## src/rtl/exec_pkg.sv

```systemverilog
// Shared types and field layout for the three-address execution sequencer.
// Imported by the sequencer and by the decode stage.
package exec_pkg;

    localparam int INST_LEN  = 17;
    localparam int WORD_SIZE = 32;
    localparam int MEM_SIZE  = 32;
    localparam int ADDR_LEN  = 5;
    localparam int PC_LEN    = 5;

    localparam int ALU_HI = 16;
    localparam int ALU_LO = 15;
    localparam int OP1_HI = 14;
    localparam int OP2_HI = 9;
    localparam int DST_HI = 4;

    typedef enum logic [2:0] {
        S_IDLE,
        S_FETCH,
        S_DECODE,
        S_RD1,
        S_RD2,
        S_EXEC,
        S_WB
    } state_t;

    typedef enum logic [1:0] {
        ALU_ADD = 2'b00,
        ALU_SUB = 2'b01,
        ALU_AND = 2'b10,
        ALU_OR  = 2'b11
    } alu_op_t;

endpackage

```

## src/rtl/inst_fields.sv

```systemverilog
// Combinational split of a latched instruction word into its fields.
// Shared with the decode stage so both agree on the bit layout.
module inst_fields
    import exec_pkg::*;
(
    input  logic [INST_LEN-1:0] ir,
    output logic [1:0]          alu_sig,
    output logic [ADDR_LEN-1:0] oper1,
    output logic [ADDR_LEN-1:0] oper2,
    output logic [ADDR_LEN-1:0] dest
);

    assign alu_sig = ir[ALU_HI:ALU_LO];
    assign oper1   = ir[OP1_HI -: ADDR_LEN];
    assign oper2   = ir[OP2_HI -: ADDR_LEN];
    assign dest    = ir[DST_HI -: ADDR_LEN];

endmodule

```

## src/rtl/exec_ctrl.sv

```systemverilog
// Multi-cycle sequencer: fetch, read two operands, drive the ALU, write back.
// Owns every data-memory and ALU strobe; software sees busy/done.
module exec_ctrl
    import exec_pkg::*;
(
    input  logic                 clk,
    input  logic                 rst,
    input  logic                 start,
    input  logic [PC_LEN-1:0]    last_pc,
    input  logic                 halt_req,
    output logic [PC_LEN-1:0]    imem_addr,
    input  logic [INST_LEN-1:0]  inst,
    output logic [ADDR_LEN-1:0]  mem_addr,
    output logic                 mem_rd,
    output logic                 mem_wr,
    output logic [WORD_SIZE-1:0] mem_wdata,
    input  logic [WORD_SIZE-1:0] mem_rdata,
    output logic [1:0]           alu_sig,
    output logic [WORD_SIZE-1:0] alu_a,
    output logic [WORD_SIZE-1:0] alu_b,
    input  logic [WORD_SIZE-1:0] alu_res,
    output logic [PC_LEN-1:0]    pc,
    output logic                 busy,
    output logic                 done
);

    state_t                state;
    state_t                state_nx;
    logic [PC_LEN-1:0]     end_pc;
    logic [INST_LEN-1:0]   ir;
    logic [WORD_SIZE-1:0]  a;
    logic [WORD_SIZE-1:0]  b;
    logic [ADDR_LEN-1:0]   oper1;
    logic [ADDR_LEN-1:0]   oper2;
    logic [ADDR_LEN-1:0]   dest;
    logic                  fin;

    inst_fields u_fields (
        .ir      (ir),
        .alu_sig (alu_sig),
        .oper1   (oper1),
        .oper2   (oper2),
        .dest    (dest)
    );

    // halt_req only matters once the current write-back is under way
    assign fin = (state == S_WB) && ((pc == end_pc) || halt_req);

    always_comb begin
        state_nx = state;
        unique case (state)
            S_IDLE:   if (start) state_nx = S_FETCH;
            S_FETCH:  state_nx = S_DECODE;
            S_DECODE: state_nx = S_RD1;
            S_RD1:    state_nx = S_RD2;
            S_RD2:    state_nx = S_EXEC;
            S_EXEC:   state_nx = S_WB;
            S_WB:     state_nx = fin ? S_IDLE : S_FETCH;
            default:  state_nx = S_IDLE;
        endcase
    end

    always_ff @(posedge clk) begin
        if (rst) begin
            state  <= S_IDLE;
            pc     <= '0;
            end_pc <= '0;
            ir     <= '0;
            a      <= '0;
            b      <= '0;
            done   <= 1'b0;
        end else begin
            state <= state_nx;
            done  <= fin;
            case (state)
                S_IDLE: begin
                    if (start) begin
                        pc     <= '0;
                        end_pc <= last_pc;
                    end
                end
                S_DECODE: ir <= inst;
                S_RD2:    a  <= mem_rdata;
                S_EXEC:   b  <= mem_rdata;
                S_WB:     if (!fin) pc <= pc + 1'b1;
                default:  ;
            endcase
        end
    end

    always_comb begin
        mem_rd   = 1'b0;
        mem_wr   = 1'b0;
        mem_addr = '0;
        unique case (state)
            S_RD1: begin
                mem_rd   = 1'b1;
                mem_addr = oper1;
            end
            S_RD2: begin
                mem_rd   = 1'b1;
                mem_addr = oper2;
            end
            S_WB: begin
                mem_wr   = 1'b1;
                mem_addr = dest;
            end
            default: ;
        endcase
    end

    assign imem_addr = pc;
    assign mem_wdata = alu_res;
    assign alu_a     = a;
    assign alu_b     = b;
    assign busy      = (state != S_IDLE);

endmodule
```

## config.mk

```make
export PLATFORM = sky130hd
export DESIGN_NAME = exec_ctrl
export DESIGN_NICKNAME = d
export VERILOG_FILES = /design/src/rtl/exec_pkg.sv /design/src/rtl/inst_fields.sv /design/src/rtl/exec_ctrl.sv
export SDC_FILE = /design/constraint.sdc
export NUM_CORES = 1
export LEC_CHECK = 0
export ABC_CLOCK_PERIOD_IN_PS = 1600
export BUFFER_PORTS_ARGS = -buffer_cell sky130_fd_sc_hd__buf_2
export CORE_ASPECT_RATIO = 0.7
export CORE_UTILIZATION = 40
export CTS_CLUSTER_DIAMETER = 50
export DETAILED_ROUTE_END_ITERATION = 7
export PLACE_DENSITY = 0.84
export SYNTH_ARGS = -nofsm -noshare
export SYNTH_HDL_FRONTEND = slang
export SYNTH_SLANG_ARGS = --single-unit
export TNS_END_PERCENT = 30
```

## constraint.sdc

```tcl
create_clock -name clk -period 1.6 [get_ports clk]
set_clock_uncertainty 0.1 [all_clocks]
set_input_delay 0.4 -clock clk [delete_from_list [all_inputs] [get_ports clk]]
set_output_delay 0.4 -clock clk [all_outputs]
set_load 0.01 [all_outputs]
```

==> qor.yml, run 1 <==
cts:
  cts_root_buf: "clkbuf_16"
  cts_tree: "done"
  clk_pin_slew_worst_paths_ps: 70
  htree_levels: 3
  clkSinkCount: 95
  insertion_delay_ps: 330
  cts-buffers-inserted: 9
  cts_buffer_depth: 2
routing:
  wl_per_cell_um: 14.2
  ant_nets: 0
  drc_errors: 0
  drt-total-wl_um: 10600
  via_per_inst: 5.00
  vias: 3748
  dr.pass1.iters: 4
  drt_iter0_markers: 124
setup_path:
  crit_type: "reg2out"
  cp_slowest_cell: "dfxtp_4"
  regToRegStartpoint: "state[0]$_SDFFE_PP0P_"
  slowest_delay_ps: 400
  arrival_ps: 1360
  start_kind: "flip-flop"
  r2r_slack_ps: -170
  end_kind: "output pin"
  crit_path_cell_trace: "buf_12, mux2i_4, o21ai_2, buf_2"
  crit_start: "state[1]$_SDFFE_PP0P_"
  worst-path-max-fanout: 6
  required_ps: 1100
finish:
  syn_to_final_growth_pct: 32.8
  layout.nets: 711
  diodes: 0
  fin_cells: 749
  fin_area_um2: 5160
  layout-drive-gt1-share_pct: 37.0
  postLayoutCoreUtil_pct: 55.8
power:
  p_leak_uw: 0.00226
  p_per_area_nw_per_um2: 976
  power.total_uw: 5040
  peakVddDrop_mv: 0.621
timing:
  slew-limit-headroom_pct: 72.2
  hold_violations: 0
  worst_slack_ps: -258
  max_freq_ghz: 0.538
  worst_pin_slew_ps: 417
  rsz0062_at_grt: "yes"
  setup_viol: 11
  finalMaxSlewViolations: 0
  post-route-period-util_pct: 116
  fin_crit_ps: 1860
placement:
  dp.cells: 723
  postPlaceCellArea_um2: 4620
  gp_congestion: 0.820
  place_hpwl_um: 7310
  port-buffer-count: 142
synthesis:
  yosysSeqAreaShare_pct: 48.9
  avgSynthCellArea_um2: 7.81
  synthSimpleGateAreaFrac_pct: 22.4
  netlist_instances: 498
  synth-compound-area-share_pct: 13.8
  synth_top_family_by_area: "simple AND/OR/NAND/NOR gates"
  synthMuxAreaShare_pct: 2.35
  ys_warn_count: 0
  syn-cell-area_um2: 3890
  synth_fa_ha_area_share_pct: 0.322
  synth_xor_area_share_pct: 1.13
  synth_cell_types: 33
  synth_nets: 589
  yosys_register_bits: 95
floorplan:
  die-area_um2: 10100
  rows: 29
  coreArea_um2: 9250
  die_h_um: 84.5
  io_pins: 207
  die_w_um: 120
  start_util_pct: 42.0
worst_hold_path:
  min-delay-start: "inst[12]"
  min_path_type: "in2reg"
run:
  cap_viol_max_count: 0
global_route:
  first_global_vias: 3694
  grt_usage_pct: 21.5
  grt_max_degree: 47
  grt_overflow: 0
  grt_pass1_wl_um: 17400
  antenna_found_initial: 0
status:
  violations: "negative setup slack"
  status: "finished with violations"
worst paths after layout:
check                                                 end  cells past startpoint
worst max-delay path                          mem_addr[3]                      4
worst max register to register  imem_addr[2]$_SDFFE_PP0P_                      5
worst min register to register      alu_a[1]$_SDFFE_PP0N_                      2
worst min-delay path                  ir[12]$_SDFFE_PP0P_                      3
report_power, final:
part           internal [µW]  leakage [µW]  switching [µW]
sequential              2420      0.000769            43.8
clock                   1080      0.000139             960
combinational            255       0.00136             283
total                   3750       0.00226            1290
logic make-up (layout without fill, tap and decap cells):
logic type | after synthesis | count (layout)
XOR/XNOR | 5 | 5
multiplexers | 9 | 9
flip-flops | 95 | 95
buffers and inverters | 73 | 200
AO/OA/AOI/OAI | 102 | 102
AND/OR/NAND/NOR | 213 | 213
adder cells (fa/ha/maj) | 1 | 1
cell usage in the layout, fill, tap and decap left out, types with 5 or more instances in the layout:
master,synthesis,layout
nand2_2,0,6
nor2_1,7,5
a21oi_1,89,89
buf_12,0,5
nand2_1,183,176
buf_2,2,140
dfxtp_1,95,92
clkbuf_16,0,9
buf_4,39,28
buf_6,1,7
sequential cells by signal, indices dropped and copies added, names as in the netlist:
| name | cells |
|---|---|
| alu_a | 32 |
| alu_b | 32 |
| ir | 17 |
| end_pc | 5 |
| imem_addr | 5 |
| state | 3 |
| done | 1 |
per-stage QoR:
step                      TNS, ps  hold WS [ps]  worst slack (ps)
after floorplan              -128           336             -79.9
after global placement       -149           339              -120
after detailed placement     -941           344              -137
after CTS                   -2070           185              -223
after global routing        -2900           184              -305
final                       -2190           196              -258
cells in the mapped netlist:
cell type,instances,share of area [%]
nand3_1,2,0.26
ha_1,1,0.32
a211oi_2,1,0.32
a211oi_1,2,0.39
o21a_1,2,0.39
nand2_1,183,18
nor3_1,5,0.64
a211o_1,1,0.23
xor2_1,5,1.1
clkbuf_1,27,2.6
buf_6,1,0.29
buf_1,1,0.096
nor2b_1,2,0.32
o21ai_0,5,0.64
a21oi_1,89,11
nand3b_1,1,0.19
nor2_1,7,0.68
mux2_2,1,0.29
nand2b_1,2,0.32
or3_1,4,0.64
or4b_1,1,0.26
nand4b_1,2,0.45
inv_2,1,0.096
a32o_1,1,0.26
inv_1,2,0.19
o21ai_1,1,0.13
mux2i_1,8,2.1
buf_4,39,7.5
dfxtp_1,95,49
buf_2,2,0.26
nor4b_2,1,0.39
nor3_2,1,0.26
and3_1,2,0.32
worst max-delay path, delay by kind of cell (launching register included):
family,cells,cell delay (ps)
flops,1,400
buf+inv,2,290
mux,1,240
compound gates,1,90
area by class of cell:
class / count / area, µm²
Multi-Input combinational cell: 330 / 1700
Sequential cell: 95 / 1910
Clock inverter: 7 / 55.1
Tap cell: 124 / 155
Timing Repair Buffer: 181 / 1100
Clock buffer: 9 / 225
Inverter: 3 / 11.3
Fill cell: 864 / 4090
per-layer routing:
metal / wire length [µm] / global-route usage [%]
met5: 0 / 0
met4: 129 / 6.59
met3: 692 / 7.68
met2: 5230 / 36.2
met1: 4560 / 25.8
repair_timing:
item                       CTS  global route
buffers inserted             9             1
pin swaps                    9             3
resized for setup           27            21
setup endpoints to repair   29            22
hold buffers                 0             0
No activity file was read; power rests on OpenSTA's default activity.
==> inputs of run 2 (changes only) <==
- PLACE_DENSITY: 0.84 -> 0.73
- TNS_END_PERCENT: 30 -> not set
==> run 2 against run 1 <==
  * The flow still finishes with violations (negative setup slack)
  * Combinational power decreased by 0.9%
  * Maximum frequency increased by 1.3%
  * Wire length decreased by 3.4%
  * Worst setup slack improved by 24 ps
  * Via count about the same
  * Final cell count increased by 1.2%
  * Total power increased by 7.1%
  * First-iteration DRC count increased by 6.5%
  * Sequential power about the same
  * Highest routed layer unchanged
==> qor.yml, run 2 (synthesized netlist as in run 1, its figures left out) <==
status:
  status: "finished with violations"
  violations: "negative setup slack"
setup_path:
  required_ps: 1100
  start_kind: "flip-flop"
  crit_type: "reg2out"
  arrival_ps: 1330
  end_kind: "output pin"
  slowest_delay_ps: 390
  worst-path-max-fanout: 6
  cp_slowest_cell: "dfxtp_4"
  crit_path_cell_trace: "buf_6, mux2i_2, o21ai_2, buf_2"
power:
  p_leak_uw: 0.00232
  p_per_area_nw_per_um2: 1030
  peakVddDrop_mv: 0.647
timing:
  post-route-period-util_pct: 115
  worst_slack_ps: -234
  tns_ps: -6000
  slew-limit-headroom_pct: 70.2
  hold_violations: 0
  fin_crit_ps: 1830
  rsz0062_at_grt: "yes"
  setup_viol: 42
  finalMaxSlewViolations: 0
  worst_pin_slew_ps: 445
  max_freq_ghz: 0.545
floorplan:
  die_w_um: 120
  coreArea_um2: 9250
  die_h_um: 84.5
  die-area_um2: 10100
  io_pins: 207
  rows: 29
  start_util_pct: 42.0
cts:
  clkSinkCount: 95
  cts-buffers-inserted: 9
  cts_buffer_depth: 2
  cts_tree: "done"
  htree_levels: 3
  insertion_delay_ps: 330
  holdBufCountCts: 0
  cts_root_buf: "clkbuf_16"
  clk_pin_slew_worst_paths_ps: 60
global_route:
  grt_max_degree: 44
  grt_pass1_wl_um: 16600
  first_global_vias: 3557
  grt_overflow: 0
  grt_usage_pct: 20.5
  antenna_found_initial: 0
routing:
  wl_per_cell_um: 13.5
  drt-total-wl_um: 10200
  drt_iter0_markers: 132
  dr.pass1.iters: 6
  via_per_inst: 4.94
  drc_errors: 0
  ant_nets: 0
  vias: 3747
finish:
  layout-drive-gt1-share_pct: 37.7
  syn_to_final_growth_pct: 35.0
  fin_cells: 758
  diodes: 0
  fin_area_um2: 5250
  layout.nets: 721
  final_common_cell: "nand2_1"
  multiInputGateArea_um2: 1680
  num-fill-cells: 877
  layout_common_cells: "nand2_1, buf_2, dfxtp_1"
  regArea_um2: 1910
placement:
  port-buffer-count: 142
  gp_congestion: 0.849
  place_hpwl_um: 7210
  postPlaceCellArea_um2: 4620
  dp.cells: 728
run:
  cap_viol_max_count: 0
worst_hold_path:
  min_path_type: "in2reg"
==> run 2: changes by cell type in the layout (fill, tap and decap cells not counted), sizes merged <==
cell	change
inv	-3
clkbuf	+1
bufinv	+3
buf	+9
clkinvlp	-1
==> run 2: repair_timing <==
action | CTS | global route
setup endpoints to repair | 11 | 59
cloned | 0 | 1
pin swaps | 6 | 4
buffers inserted | 10 | 5
resized for setup | 30 | 15
==> run 2: cell type report <==
type | count | share of cell area [%]
Sequential cell | 95 | 36.4
Inverter | 3 | 0.215
Clock buffer | 9 | 4.29
Timing Repair Buffer | 191 | 22.0
Tap cell | 124 | 2.96
Clock inverter | 6 | 2.07
Multi-Input combinational cell | 330 | 32.1
==> run 2: report_power, final <==
group          leakage (µW)  internal [µW]  switching (µW)
combinational       0.00138            251             282
clock              0.000166           1520             881
sequential         0.000770           2420            40.8
==> run 2: worst paths after layout <==
path	to	startpoint	slack (ps)	cells after the start
worst min register to register	alu_b[10]$_SDFFE_PP0N_	alu_b[10]$_SDFFE_PP0N_	350	2
worst max register to register	imem_addr[2]$_SDFFE_PP0P_	state[1]$_SDFFE_PP0P_	-180	5
worst min-delay path	ir[0]$_SDFFE_PP0P_	inst[0]	200	3
worst max-delay path	mem_addr[0]	state[1]$_SDFFE_PP0P_	-230	4
==> run 2: per-layer routing <==
layer | vias to the layer above | share of wire [%] | global-route usage, % | routed length, µm
li1 | 1838 | - | - | -
met1 | 1759 | 45 | 25.0 | 4600
met2 | 133 | 46 | 33.1 | 4710
met3 | 17 | 8.1 | 7.74 | 828
met4 | 0 | 1.1 | 7.16 | 110
met5 | - | 0 | 0 | 0
==> run 2: critical path: cells and delay by family, from the launching register on <==
family / cells / cell delay (ps)
flip-flops: 1 / 390
buffers and inverters: 2 / 280
multiplexers: 1 / 240
AO/OA/AOI/OAI: 1 / 80
==> run 2: metrics by stage <==
step	hold WS (ps)	setup slack, ps	total power (µW)	utilization, %
floorplan	336	-79.9	2830	-
finish	204	-234	5390	56.7
detailed placement	344	-144	2960	49.9
global route	196	-285	5610	56.7
global placement	339	-120	2940	49.9
CTS	189	-241	5400	55.4
